===== config.mk =====
export PLATFORM = sky130hd
export DESIGN_NAME = uart_ctrl_seq_flat
export DESIGN_NICKNAME = d
export VERILOG_FILES = /design/src/rtl/uart_ctrl_seq_if.sv /design/src/rtl/uart_ctrl_seq.sv /design/src/flat_wrapper.sv
export SDC_FILE = /design/constraint.sdc
export NUM_CORES = 1
export LEC_CHECK = 0
export BUFFER_PORTS_ARGS = -buffer_cell sky130_fd_sc_hd__buf_2
export CAP_MARGIN = 5
export CORE_ASPECT_RATIO = 0.7
export CORE_UTILIZATION = 48
export CTS_CLUSTER_DIAMETER = 50
export DETAILED_ROUTE_END_ITERATION = 16
export GPL_TIMING_DRIVEN = 1
export MAX_ROUTING_LAYER = met4
export PLACE_DENSITY = 0.89
export SYNTH_ARGS = -nofsm -noshare
export SYNTH_HDL_FRONTEND = slang
export SYNTH_SLANG_ARGS = --single-unit

===== constraint.sdc =====
create_clock -name clk_i -period 2.43 [get_ports clk_i]
set_input_delay 0.3645 -clock clk_i [delete_from_list [all_inputs] [get_ports clk_i]]
set_output_delay 0.3645 -clock clk_i [all_outputs]
set_load 0.01 [all_outputs]

===== src/rtl/uart_ctrl_seq_if.sv =====
// Signal bundle between the UART control sequencer and its environment
// (control register, TX data register, TX/RX cores, RX data register).
interface uart_ctrl_seq_if #(
  parameter int ANCHO = 32
);
  logic [ANCHO-1:0] ctrl_i;
  logic [7:0]       tx_data_i;
  logic             tx_done_i;
  logic             rx_valid_i;
  logic [7:0]       rx_data_i;
  logic             clr_err_i;
  logic             tx_start_o;
  logic [7:0]       tx_data_o;
  logic             clear_send_o;
  logic             set_new_o;
  logic             rx_wr_o;
  logic [7:0]       rx_data_o;
  logic             busy_o;
  logic             timeout_o;
  logic             overrun_o;

  modport master (
    input  ctrl_i, tx_data_i, tx_done_i, rx_valid_i, rx_data_i, clr_err_i,
    output tx_start_o, tx_data_o, clear_send_o, set_new_o, rx_wr_o,
           rx_data_o, busy_o, timeout_o, overrun_o
  );

  modport slave (
    output ctrl_i, tx_data_i, tx_done_i, rx_valid_i, rx_data_i, clr_err_i,
    input  tx_start_o, tx_data_o, clear_send_o, set_new_o, rx_wr_o,
           rx_data_o, busy_o, timeout_o, overrun_o
  );
endinterface


===== src/rtl/uart_ctrl_seq.sv =====
// UART control sequencer: launches one TX byte per send request and hands
// received bytes to the RX data register, with sticky timeout/overrun flags.
module uart_ctrl_seq #(
  parameter int ANCHO   = 32,
  parameter int TIMEOUT = 100000
) (
  input  logic             clk_i,
  input  logic             rst_ni,
  uart_ctrl_seq_if.master  bus
);

  localparam logic [2:0] ST_IDLE      = 3'd0;
  localparam logic [2:0] ST_LOAD      = 3'd1;
  localparam logic [2:0] ST_WAIT_DONE = 3'd2;
  localparam logic [2:0] ST_CLEAR     = 3'd3;
  localparam logic [2:0] ST_WAIT_ACK  = 3'd4;

  localparam int            CW       = (TIMEOUT > 1) ? $clog2(TIMEOUT) : 1;
  localparam logic [CW-1:0] CNT_LAST = CW'(TIMEOUT - 1);

  logic [2:0]    state_r;
  logic [2:0]    state_nxt_s;
  logic [CW-1:0] cnt_r;
  logic [CW-1:0] cnt_nxt_s;
  logic          load_s;
  logic          tmo_evt_s;
  logic          ovr_evt_s;

  logic          tx_start_r;
  logic [7:0]    tx_data_r;
  logic          clear_send_r;
  logic          busy_r;
  logic          timeout_r;
  logic          set_new_r;
  logic          rx_wr_r;
  logic [7:0]    rx_data_r;
  logic          overrun_r;

  logic          unused_ctrl_s;

  assign unused_ctrl_s = ^bus.ctrl_i[ANCHO-1:2];

  // TX next-state and timeout counter logic
  always_comb begin
    state_nxt_s = state_r;
    cnt_nxt_s   = cnt_r;
    load_s      = 1'b0;
    tmo_evt_s   = 1'b0;
    case (state_r)
      ST_IDLE: begin
        if (bus.ctrl_i[0]) begin
          load_s      = 1'b1;
          state_nxt_s = ST_LOAD;
        end else begin
          state_nxt_s = ST_IDLE;
        end
      end
      ST_LOAD: begin
        cnt_nxt_s   = {CW{1'b0}};
        state_nxt_s = ST_WAIT_DONE;
      end
      ST_WAIT_DONE: begin
        // done wins over an expiry landing in the same cycle
        if (bus.tx_done_i) begin
          state_nxt_s = ST_CLEAR;
        end else if (cnt_r == CNT_LAST) begin
          tmo_evt_s   = 1'b1;
          state_nxt_s = ST_CLEAR;
        end else begin
          cnt_nxt_s   = cnt_r + CW'(1);
        end
      end
      ST_CLEAR: begin
        state_nxt_s = ST_WAIT_ACK;
      end
      ST_WAIT_ACK: begin
        if (!bus.ctrl_i[0]) begin
          state_nxt_s = ST_IDLE;
        end else begin
          state_nxt_s = ST_WAIT_ACK;
        end
      end
      default: begin
        state_nxt_s = ST_IDLE;
        cnt_nxt_s   = {CW{1'b0}};
      end
    endcase
  end

  assign ovr_evt_s = bus.rx_valid_i & bus.ctrl_i[1];

  // TX state, counter and registered Moore outputs
  always_ff @(posedge clk_i or negedge rst_ni) begin
    if (!rst_ni) begin
      state_r      <= ST_IDLE;
      cnt_r        <= {CW{1'b0}};
      tx_start_r   <= 1'b0;
      tx_data_r    <= 8'h00;
      clear_send_r <= 1'b0;
      busy_r       <= 1'b0;
      timeout_r    <= 1'b0;
    end else begin
      state_r      <= state_nxt_s;
      cnt_r        <= cnt_nxt_s;
      tx_start_r   <= (state_nxt_s == ST_LOAD);
      clear_send_r <= (state_nxt_s == ST_CLEAR);
      busy_r       <= (state_nxt_s != ST_IDLE);
      timeout_r    <= tmo_evt_s | (timeout_r & ~bus.clr_err_i);
      if (load_s) begin
        tx_data_r <= bus.tx_data_i;
      end else begin
        tx_data_r <= tx_data_r;
      end
    end
  end

  // RX capture path, independent of the TX sequencer
  always_ff @(posedge clk_i or negedge rst_ni) begin
    if (!rst_ni) begin
      set_new_r <= 1'b0;
      rx_wr_r   <= 1'b0;
      rx_data_r <= 8'h00;
      overrun_r <= 1'b0;
    end else begin
      set_new_r <= bus.rx_valid_i;
      rx_wr_r   <= bus.rx_valid_i;
      overrun_r <= ovr_evt_s | (overrun_r & ~bus.clr_err_i);
      if (bus.rx_valid_i) begin
        rx_data_r <= bus.rx_data_i;
      end else begin
        rx_data_r <= rx_data_r;
      end
    end
  end

  assign bus.tx_start_o   = tx_start_r;
  assign bus.tx_data_o    = tx_data_r;
  assign bus.clear_send_o = clear_send_r;
  assign bus.set_new_o    = set_new_r;
  assign bus.rx_wr_o      = rx_wr_r;
  assign bus.rx_data_o    = rx_data_r;
  assign bus.busy_o       = busy_r;
  assign bus.timeout_o    = timeout_r;
  assign bus.overrun_o    = overrun_r;

endmodule


===== src/flat_wrapper.sv =====
// flat-port wrapper written by rule: the top's interface ports become plain ports
module uart_ctrl_seq_flat 
#(
  parameter int ANCHO   = 32,
  parameter int TIMEOUT = 100000
)
  (clk_i, rst_ni, bus_ctrl_i, bus_tx_data_i, bus_tx_done_i, bus_rx_valid_i, bus_rx_data_i, bus_clr_err_i, bus_tx_start_o, bus_tx_data_o, bus_clear_send_o, bus_set_new_o, bus_rx_wr_o, bus_rx_data_o, bus_busy_o, bus_timeout_o, bus_overrun_o);
  uart_ctrl_seq_if #(.ANCHO(ANCHO)) bus_i ();
  input  logic clk_i;
  input  logic rst_ni;
  input wire logic [$bits(bus_i.ctrl_i)-1:0] bus_ctrl_i;
  input wire logic [$bits(bus_i.tx_data_i)-1:0] bus_tx_data_i;
  input wire logic [$bits(bus_i.tx_done_i)-1:0] bus_tx_done_i;
  input wire logic [$bits(bus_i.rx_valid_i)-1:0] bus_rx_valid_i;
  input wire logic [$bits(bus_i.rx_data_i)-1:0] bus_rx_data_i;
  input wire logic [$bits(bus_i.clr_err_i)-1:0] bus_clr_err_i;
  output wire logic [$bits(bus_i.tx_start_o)-1:0] bus_tx_start_o;
  output wire logic [$bits(bus_i.tx_data_o)-1:0] bus_tx_data_o;
  output wire logic [$bits(bus_i.clear_send_o)-1:0] bus_clear_send_o;
  output wire logic [$bits(bus_i.set_new_o)-1:0] bus_set_new_o;
  output wire logic [$bits(bus_i.rx_wr_o)-1:0] bus_rx_wr_o;
  output wire logic [$bits(bus_i.rx_data_o)-1:0] bus_rx_data_o;
  output wire logic [$bits(bus_i.busy_o)-1:0] bus_busy_o;
  output wire logic [$bits(bus_i.timeout_o)-1:0] bus_timeout_o;
  output wire logic [$bits(bus_i.overrun_o)-1:0] bus_overrun_o;
  assign bus_i.ctrl_i = bus_ctrl_i;
  assign bus_i.tx_data_i = bus_tx_data_i;
  assign bus_i.tx_done_i = bus_tx_done_i;
  assign bus_i.rx_valid_i = bus_rx_valid_i;
  assign bus_i.rx_data_i = bus_rx_data_i;
  assign bus_i.clr_err_i = bus_clr_err_i;
  assign bus_tx_start_o = bus_i.tx_start_o;
  assign bus_tx_data_o = bus_i.tx_data_o;
  assign bus_clear_send_o = bus_i.clear_send_o;
  assign bus_set_new_o = bus_i.set_new_o;
  assign bus_rx_wr_o = bus_i.rx_wr_o;
  assign bus_rx_data_o = bus_i.rx_data_o;
  assign bus_busy_o = bus_i.busy_o;
  assign bus_timeout_o = bus_i.timeout_o;
  assign bus_overrun_o = bus_i.overrun_o;
  uart_ctrl_seq #(.ANCHO(ANCHO), .TIMEOUT(TIMEOUT)) u_core (.clk_i(clk_i), .rst_ni(rst_ni), .bus(bus_i));
endmodule

# ---- Yosys cells after proc, flatten, opt, wreduce, memory -nomap -nowiden
# Index checks and enable logic that the tools add are counted.
dict set report word_totals {
  inputBits 53
  latch_bits 0
  ff_bits 42
  ramBits 0
  mem_count 0
  romBits 0
  elab_cells 44
}
dict set report op_classes {
  eq_ne 9
  div_mod_pow 0
  shifts 0
  muxes 13
  addsub 1
  n_bitwise 7
  n_lt_le_gt_ge 0
  n_reduce_logical 4
  multipliers 0
}
# cell count
set op_table {}
lappend op_table {{2-to-1 mux 17 bit} 2}
lappend op_table {{case mux 17 bit (2 select lines)} 1}
lappend op_table {{adder 17 x 1 -> 17 bit (second input constant)} 1}
lappend op_table {{== test 17 bit (second input constant)} 1}
lappend op_table {{case mux 3 bit (5 select lines)} 1}
lappend op_table {{== test 3 x 2 -> 1 bit (second input constant)} 3}
lappend op_table {{2-to-1 mux 3 bit} 3}
lappend op_table {{== test 3 x 1 -> 1 bit (second input constant)} 2}
lappend op_table {{2-to-1 mux 1 bit} 6}
lappend op_table {{inequality test 2 bit (second input constant)} 2}
lappend op_table {{bitwise AND 1 bit} 3}
lappend op_table {{== test 3 bit (second input constant)} 1}
lappend op_table {{logical NOT 3 bit} 1}
lappend op_table {{AND reduction 3 bit} 1}
lappend op_table {{nonzero test 3 bit} 1}
lappend op_table {{OR reduction 3 bit} 1}
lappend op_table {{inverter 1 bit} 2}
lappend op_table {{bitwise OR 1 bit} 2}

# ---- Longest topological paths before layout
# Gate-level depths: netlist of run 1.
dict set report depth {
  word_depth 5
  ltp_mapped 7
}

# ---- Worst setup path before layout of run 1
# Ideal clock, no wire load.
dict set report synth_path {
  path_kind {register -> register}
  start {reg u_core.cnt_r[12]}
  end {reg u_core.cnt_r[5]}
  path_stages_with_launch 6
  period_less_slack_ns 1.882
  path_slack_ns 0.548
  setup_ns 0.066
  arrival_ns 1.816
  path_cell_list {dfrtp_1 or4b_4 nor4_4 a31oi_2 a311o_1 nand2_1}
}
dict set report synth_between {
  elab_chain_len 3
}
# item line_no
set synth_rtl {}
lappend synth_rtl {{start: declaration} uart_ctrl_seq.sv:23} ;# logic [CW-1:0] cnt_r;
lappend synth_rtl {{start signal: assignment} uart_ctrl_seq.sv:96} ;# cnt_r <= {CW{1'b0}};
lappend synth_rtl {{start signal: assignment} uart_ctrl_seq.sv:104} ;# cnt_r <= cnt_nxt_s;
lappend synth_rtl {{== test 17 bit} uart_ctrl_seq.sv:66} ;# end else if (cnt_r == CNT_LAST) begin
lappend synth_rtl {{inequality test 2 bit (no source line)} n/a}
lappend synth_rtl {{AND reduction 3 bit (no source line)} n/a}
# No other way between the ends.
# A chain may end at the register's enable or synchronous reset.

# ---- Final worst setup path of run 1
# Ends and elaborated chain as after synthesis.

==> flow_summary_export.csv, run 1 <==
group,metric,value,unit
run_status,status,"finished, final reports clean",
global_route,grt_pass1_wl,6030,um
clock_tree,post_cts_buffers,0,
setup_path,worst_ep_arrival_time,2300,ps
hold_path,min_path_type,"input port to asynchronous set/reset pin",
setup_path,cp-startpoint,"u_core.cnt_r[12]",
clock_tree,cts_root_buf,"clkbuf_8",
layout,seq_area,0.00105,mm^2
clock_tree,cts_buffers,5,
floorplanning,rows,18,
floorplanning,start_util,0.520,
synthesis,synth-main-ff-cell,"dfrtp_1",
timing,post-route-min-period,2060,ps
global_route,overflow,0,
synthesis,synth_warnings,0,
synthesis,synthArstFlopShare,1.00,
synthesis,synth_seq_cells,42,
setup_path,cp-endpoint,"u_core.cnt_r[5]",
layout,layout.nets,267,
clock_tree,cts-htree-levels,2,
layout,drive_gt1_frac,0.374,
layout,final_common_cell,"buf_2",
setup_path,worst-r2r-setup-slack,370,ps
setup_path,critPathCaptureType,"flip-flop",
run,maxCapViolations,0,
power,swShare,0.327,
placed_design,routabilityCongestion,0.826,
synthesis,synth_top_area_cell,"dfrtp_1",
setup_path,worstPathRequired,2670,ps
power,power.total,0.00219,W
setup_path,r2r_end,"u_core.cnt_r[5]",
synthesis,ys_types,37,
global_route,grt_usage,0.203,
power,p_int,0.00148,W
timing,fin_ws,370,ps
placed_design,hpwl,2720,um
layout,fill_cells,286,
timing,tns,0,ps
setup_path,r2r_cells,5,
clock_tree,clock-sinks,42,
timing,max_freq,485,MHz
layout,antennaDiodeCount,0,
synthesis,yosys.area.top_type_share,0.550,
power,p_leak,1.07,nW
clock_tree,ctsResizeCount,0,
power,power.switching,0.000719,W
placed_design,dpl_worst_slack,424,ps
clock_tree,cts_hold_buf,0,
synthesis,synthesis.area,0.00191,mm^2
layout,syn2layout_area_growth,20.4,%
power,cellPowerDensity,954,mW/mm^2
floorplanning,coreArea,0.00367,mm^2
clock_tree,clkTransAtPathRegs,80,ps
timing,tightest_slew,890,ps
floorplanning,fp.dieH,54.8,um
timing,clock_skew,6.32,ps
setup_path,crit_path_max_fanout,6,
synthesis,syn-num-nets,219,
timing,finalHoldViolations,0,
timing,drv_slew,0,
synthesis,synth-edff-count,0,
placed_design,portBuffers,45,
layout,final_cell_mix,"buf_2, dfrtp_1, mux2_2, nor2_1, inv_1",
route,postRouteAntennaNets,0,
timing,worst_slew_margin_rel,0.407,
layout,multiInputGateArea,800,um^2
clock_tree,worstSkewPairLatency,300,ps
route,drc,0,
route,num_vias,1396,
synthesis,syn_inst,165,
global_route,antenna_found_initial,0,
global_route,grt_pass1_vias,1335,
clock_tree,cts.path.max_buffers,2,
timing,rsz0062_at_grt,"no",
setup_path,critPathLaunchType,"flip-flop",
floorplanning,num_io_pins,76,
power,seqPwrFrac,0.431,
synthesis,avgSynthCellArea,11.6,um^2
power,ir_drop,0.639,mV
floorplanning,die_w,77.4,um
route,wl_per_cell,14.1,um
setup_path,path_class,"flip-flop to flip-flop",
setup_path,r2r-start,"u_core.cnt_r[12]",
timing,post-route-period-util,0.848,
synthesis,ys_top_cells_by_area,"dfrtp_1, mux2_2, nor2_1",
route,viasPerCell,5.29,
route,firstDrtPassIters,4,
power,pwr-share-clk,0.245,
layout,utilization,0.627,
global_route,grt_max_degree,43,
route,first_iter_violations,65,
power,pwr-share-comb,0.324,
clock_tree,cts_tree,"yes",
route,wl,3720,um
synthesis,ys_seq_area_frac,0.550,
timing,setup_viol,0,
timing,holdWs,188,ps
floorplanning,die_area,0.00424,mm^2
-- cell usage after synthesis, types with 2 or more instances --
cell type / n
a21oi_1: 2
and2_1: 2
and3_1: 3
and4_1: 2
clkbuf_1: 6
dfrtp_1: 42
inv_1: 8
mux2_2: 18
mux2i_1: 2
nand2_1: 6
nand2b_1: 2
nand3_1: 7
nand4_1: 6
nor2_1: 14
nor3_1: 3
nor3b_1: 2
o21a_1: 2
o21ai_0: 6
o22ai_1: 3
o31ai_1: 2
or2_2: 2
or4b_4: 2
xnor2_1: 5
xor2_1: 5
-- registers in the layout, summed over array words and instances, names as in the netlist --
register / cells
u_core.cnt_r: 17
u_core.bus.rx_data_o: 8
u_core.bus.tx_data_o: 8
u_core.state_r: 3
u_core.bus.busy_o: 1
u_core.bus.clear_send_o: 1
u_core.bus.overrun_o: 1
u_core.bus.set_new_o: 1
u_core.bus.timeout_o: 1
u_core.bus.tx_start_o: 1
-- critical path, stage by stage (launching register included) --
cell	delay (ps)
dfrtp_1	420
or4b_4	570
nor4_4	360
a31oi_2	210
a311o_1	390
nand2_1	60
-- final cells by class --
cell class,count,area share
clock inverter,2,0.0163
tap,50,0.0272
sequential,42,0.457
clock buffer,6,0.0315
multi-input combinational,108,0.347
inverter,8,0.0131
timing repair buffer,48,0.108
-- power groups by stage --
| stage | Sequential [W] | Clock, W | Combinational, W |
|---|---|---|---|
| after floorplan | 0.000964 | 0 | 0.000446 |
| after global placement | 0.000945 | 0 | 0.000688 |
| after detailed placement | 0.000960 | 0 | 0.000713 |
| after CTS | 0.000946 | 0.000547 | 0.000716 |
| after global routing | 0.000968 | 0.000582 | 0.000777 |
| final | 0.000947 | 0.000538 | 0.000710 |
-- worst min-delay path by stage --
stage,start,end,slack [ps],cells after the start
after floorplan,rst_ni,u_core.bus.busy_o,70,0
after global placement,u_core.bus.tx_data_o[3],u_core.bus.tx_data_o[3],480,1
after detailed placement,u_core.bus.rx_data_o[4],u_core.bus.rx_data_o[4],490,1
after CTS,rst_ni,u_core.bus.tx_data_o[2],220,1
after global routing,rst_ni,u_core.bus.rx_data_o[7],270,1
final,rst_ni,u_core.cnt_r[2],190,1
-- cell families (layout without fill, tap and decap cells) --
logic type	Yosys count	count (layout)	share of synthesized area
buffers and inverters	15	64	0.0314
AOI/OAI and AO/OA	20	20	0.0688
and+or+nand+nor	57	57	0.181
DFF	42	42	0.550
adders and majority gates	1	1	0.00655
muxes	20	20	0.117
xor gates and xnor gates	10	10	0.0458
-- stage by stage --
stage / area [um^2] / cells
2_1_floorplan: 1910 / 165
3_3_place_gp: 2190 / 256
3_5_place_dp: 2190 / 256
4_1_cts: 2300 / 264
5_1_grt: 2300 / 264
6_report: 2300 / 264
-- layer usage --
layer,GRT usage,part of all wire
met5,-,0
met4,0.0975,0.017
met3,0.0583,0.057
met2,0.335,0.47
met1,0.235,0.46
Note: power is estimated with default switching activity, not from simulation.
==> run 2: changes to the inputs <==
clock period = 2.1 ns   (was 2.43 ns; I/O delays follow)
==> flow_summary_export.csv, run 2 (synthesis gave the netlist of run 1 again) <==
group,metric,value,unit
layout,regMostFlops,"u_core.cnt_r",
route,num_vias,1448,
timing,worst_slew_margin_rel,0.663,
setup_path,crit_path_max_fanout,4,
power,ir_drop,0.628,mV
power,pwr-share-clk,0.237,
hold_path,min_path_type,"input port to flip-flop",
floorplanning,fp.dieH,54.8,um
setup_path,crit_path_max_incr_delay,580,ps
layout,fin_cells,273,
placed_design,routabilityCongestion,0.842,
power,cellPowerDensity,1100,mW/mm^2
route,drc,0,
timing,setup_viol,0,
global_route,overflow,0,
timing,finalHoldViolations,0,
setup_path,worst_ep_arrival_time,2250,ps
layout,antennaDiodeCount,0,
floorplanning,coreArea,0.00367,mm^2
timing,holdWs,221,ps
setup_path,cpMaxStageDelayCell,"or4b_4",
layout,largest_register_ffs,17,
setup_path,path_class,"flip-flop to flip-flop",
floorplanning,die_area,0.00424,mm^2
layout,syn2layout_area_growth,25.7,%
layout,final_common_cell,"buf_2",
layout,utilization,0.654,
power,seqPwrFrac,0.416,
power,p_int,0.00177,W
power,pwr-share-comb,0.346,
timing,tightest_slew,502,ps
clock_tree,worstSkewPairLatency,290,ps
setup_path,crit_chain,"or4b_4 > nor4_4 > buf_4 > and2_4 > or2_4 > o22ai_1",
clock_tree,cts-htree-levels,2,
clock_tree,clkTransAtPathRegs,80,ps
timing,max_freq,483,MHz
placed_design,portBuffers,45,
route,viasPerCell,5.30,
power,swShare,0.331,
placed_design,hpwl,2950,um
run_status,status,"finished, final reports clean",
timing,post-route-min-period,2070,ps
global_route,grt_pass1_wl,6420,um
global_route,grt_max_degree,43,
clock_tree,cts_root_buf,"clkbuf_8",
power,power.total,0.00264,W
layout,design_area,0.00240,mm^2
layout,layout.nets,276,
setup_path,critPathLaunchType,"flip-flop",
timing,clock_skew,8.10,ps
floorplanning,die_w,77.4,um
route,first_iter_violations,81,
floorplanning,start_util,0.520,
clock_tree,cts.path.max_buffers,2,
route,postRouteAntennaNets,0,
layout,final_cell_mix,"buf_2, dfrtp_1, mux2_2, nor2_1, buf_4",
timing,post-route-period-util,0.986,
clock_tree,clock-sinks,42,
setup_path,worstPathRequired,2280,ps
setup_path,crit_buf_inv,1,
route,firstDrtPassIters,4,
power,p_leak,1.13,nW
route,wl_per_cell,15.2,um
placed_design,place_inst,260,
layout,drive_gt1_frac,0.404,
run,maxCapViolations,0,
setup_path,critPathCaptureType,"flip-flop",
route,wl,4140,um
floorplanning,num_io_pins,76,
clock_tree,cts_tree,"yes",
setup_path,path_delay_family,"simple AND/OR/NAND/NOR gates",
global_route,grt_usage,0.218,
power,power.switching,0.000873,W
timing,drv_slew,0,
global_route,antenna_found_initial,0,
floorplanning,rows,18,
clock_tree,cts_buffers,5,
global_route,grt_pass1_vias,1409,
placed_design,place_area,0.00223,mm^2
-- run 2: worst register-to-register path, stage by stage (launching register included) --
cell and delay [ps]:
dfrtp_1 420, or4b_4 580, nor4_4 420, buf_4 190, and2_4 140, or2_4 130, o22ai_1 80
-- run 2: area by class of cell --
| type | count | area [um^2] |
|---|---|---|
| timing repair buffer | 57 | 330 |
| tap | 50 | 62.6 |
| fill | 260 | 1270 |
| clock buffer | 6 | 72.6 |
| multi-input combinational | 108 | 818 |
| clock inverter | 2 | 37.5 |
| sequential | 42 | 1050 |
| inverter | 8 | 30.0 |
-- run 2: repair_timing --
action                     in CTS  in global routing
hold buffers                    1                  0
hold endpoints to repair       42                  0
gates resized for setup         0                  4
buffers inserted                0                  4
setup endpoints to repair       0                  1
-- run 2: per-layer routing --
layer,GRT usage,wire (um)
met3,0.0833,326
met5,-,0
met1,0.258,1870
met4,0.0975,44
met2,0.338,1900
-- run 2: path summary, 6_finish.rpt --
check                                start                       to  slack [ps]  cells after the start
max                        u_core.cnt_r[8]          u_core.cnt_r[1]          30                      6
min in group asynchronous           rst_ni  u_core.bus.tx_data_o[7]         570                      3
max reg2reg                u_core.cnt_r[8]          u_core.cnt_r[1]          30                      6
min reg2reg                u_core.cnt_r[0]          u_core.cnt_r[0]         510                      1
max in group asynchronous           rst_ni          u_core.cnt_r[6]        1320                      3
min                          bus_clr_err_i     u_core.bus.timeout_o         220                      2
-- run 2: through the flow --
stage | setup slack, ps | TNS [ps]
detailed placement | 47.2 | 0
global placement | 85.5 | 0
CTS | 17.2 | 0
finish | 30.0 | 0
floorplan | 218 | 0
global route | -41.1 | -118
-- run 2: power by group through the flow --
stage	clock network (W)	logic [W]	registers, W
after floorplan	0	0.000516	0.00112
after global placement	0	0.000796	0.00109
after detailed placement	0	0.000831	0.00111
after CTS	0.000632	0.000836	0.00110
after global routing	0.000666	0.000992	0.00112
final	0.000627	0.000915	0.00110
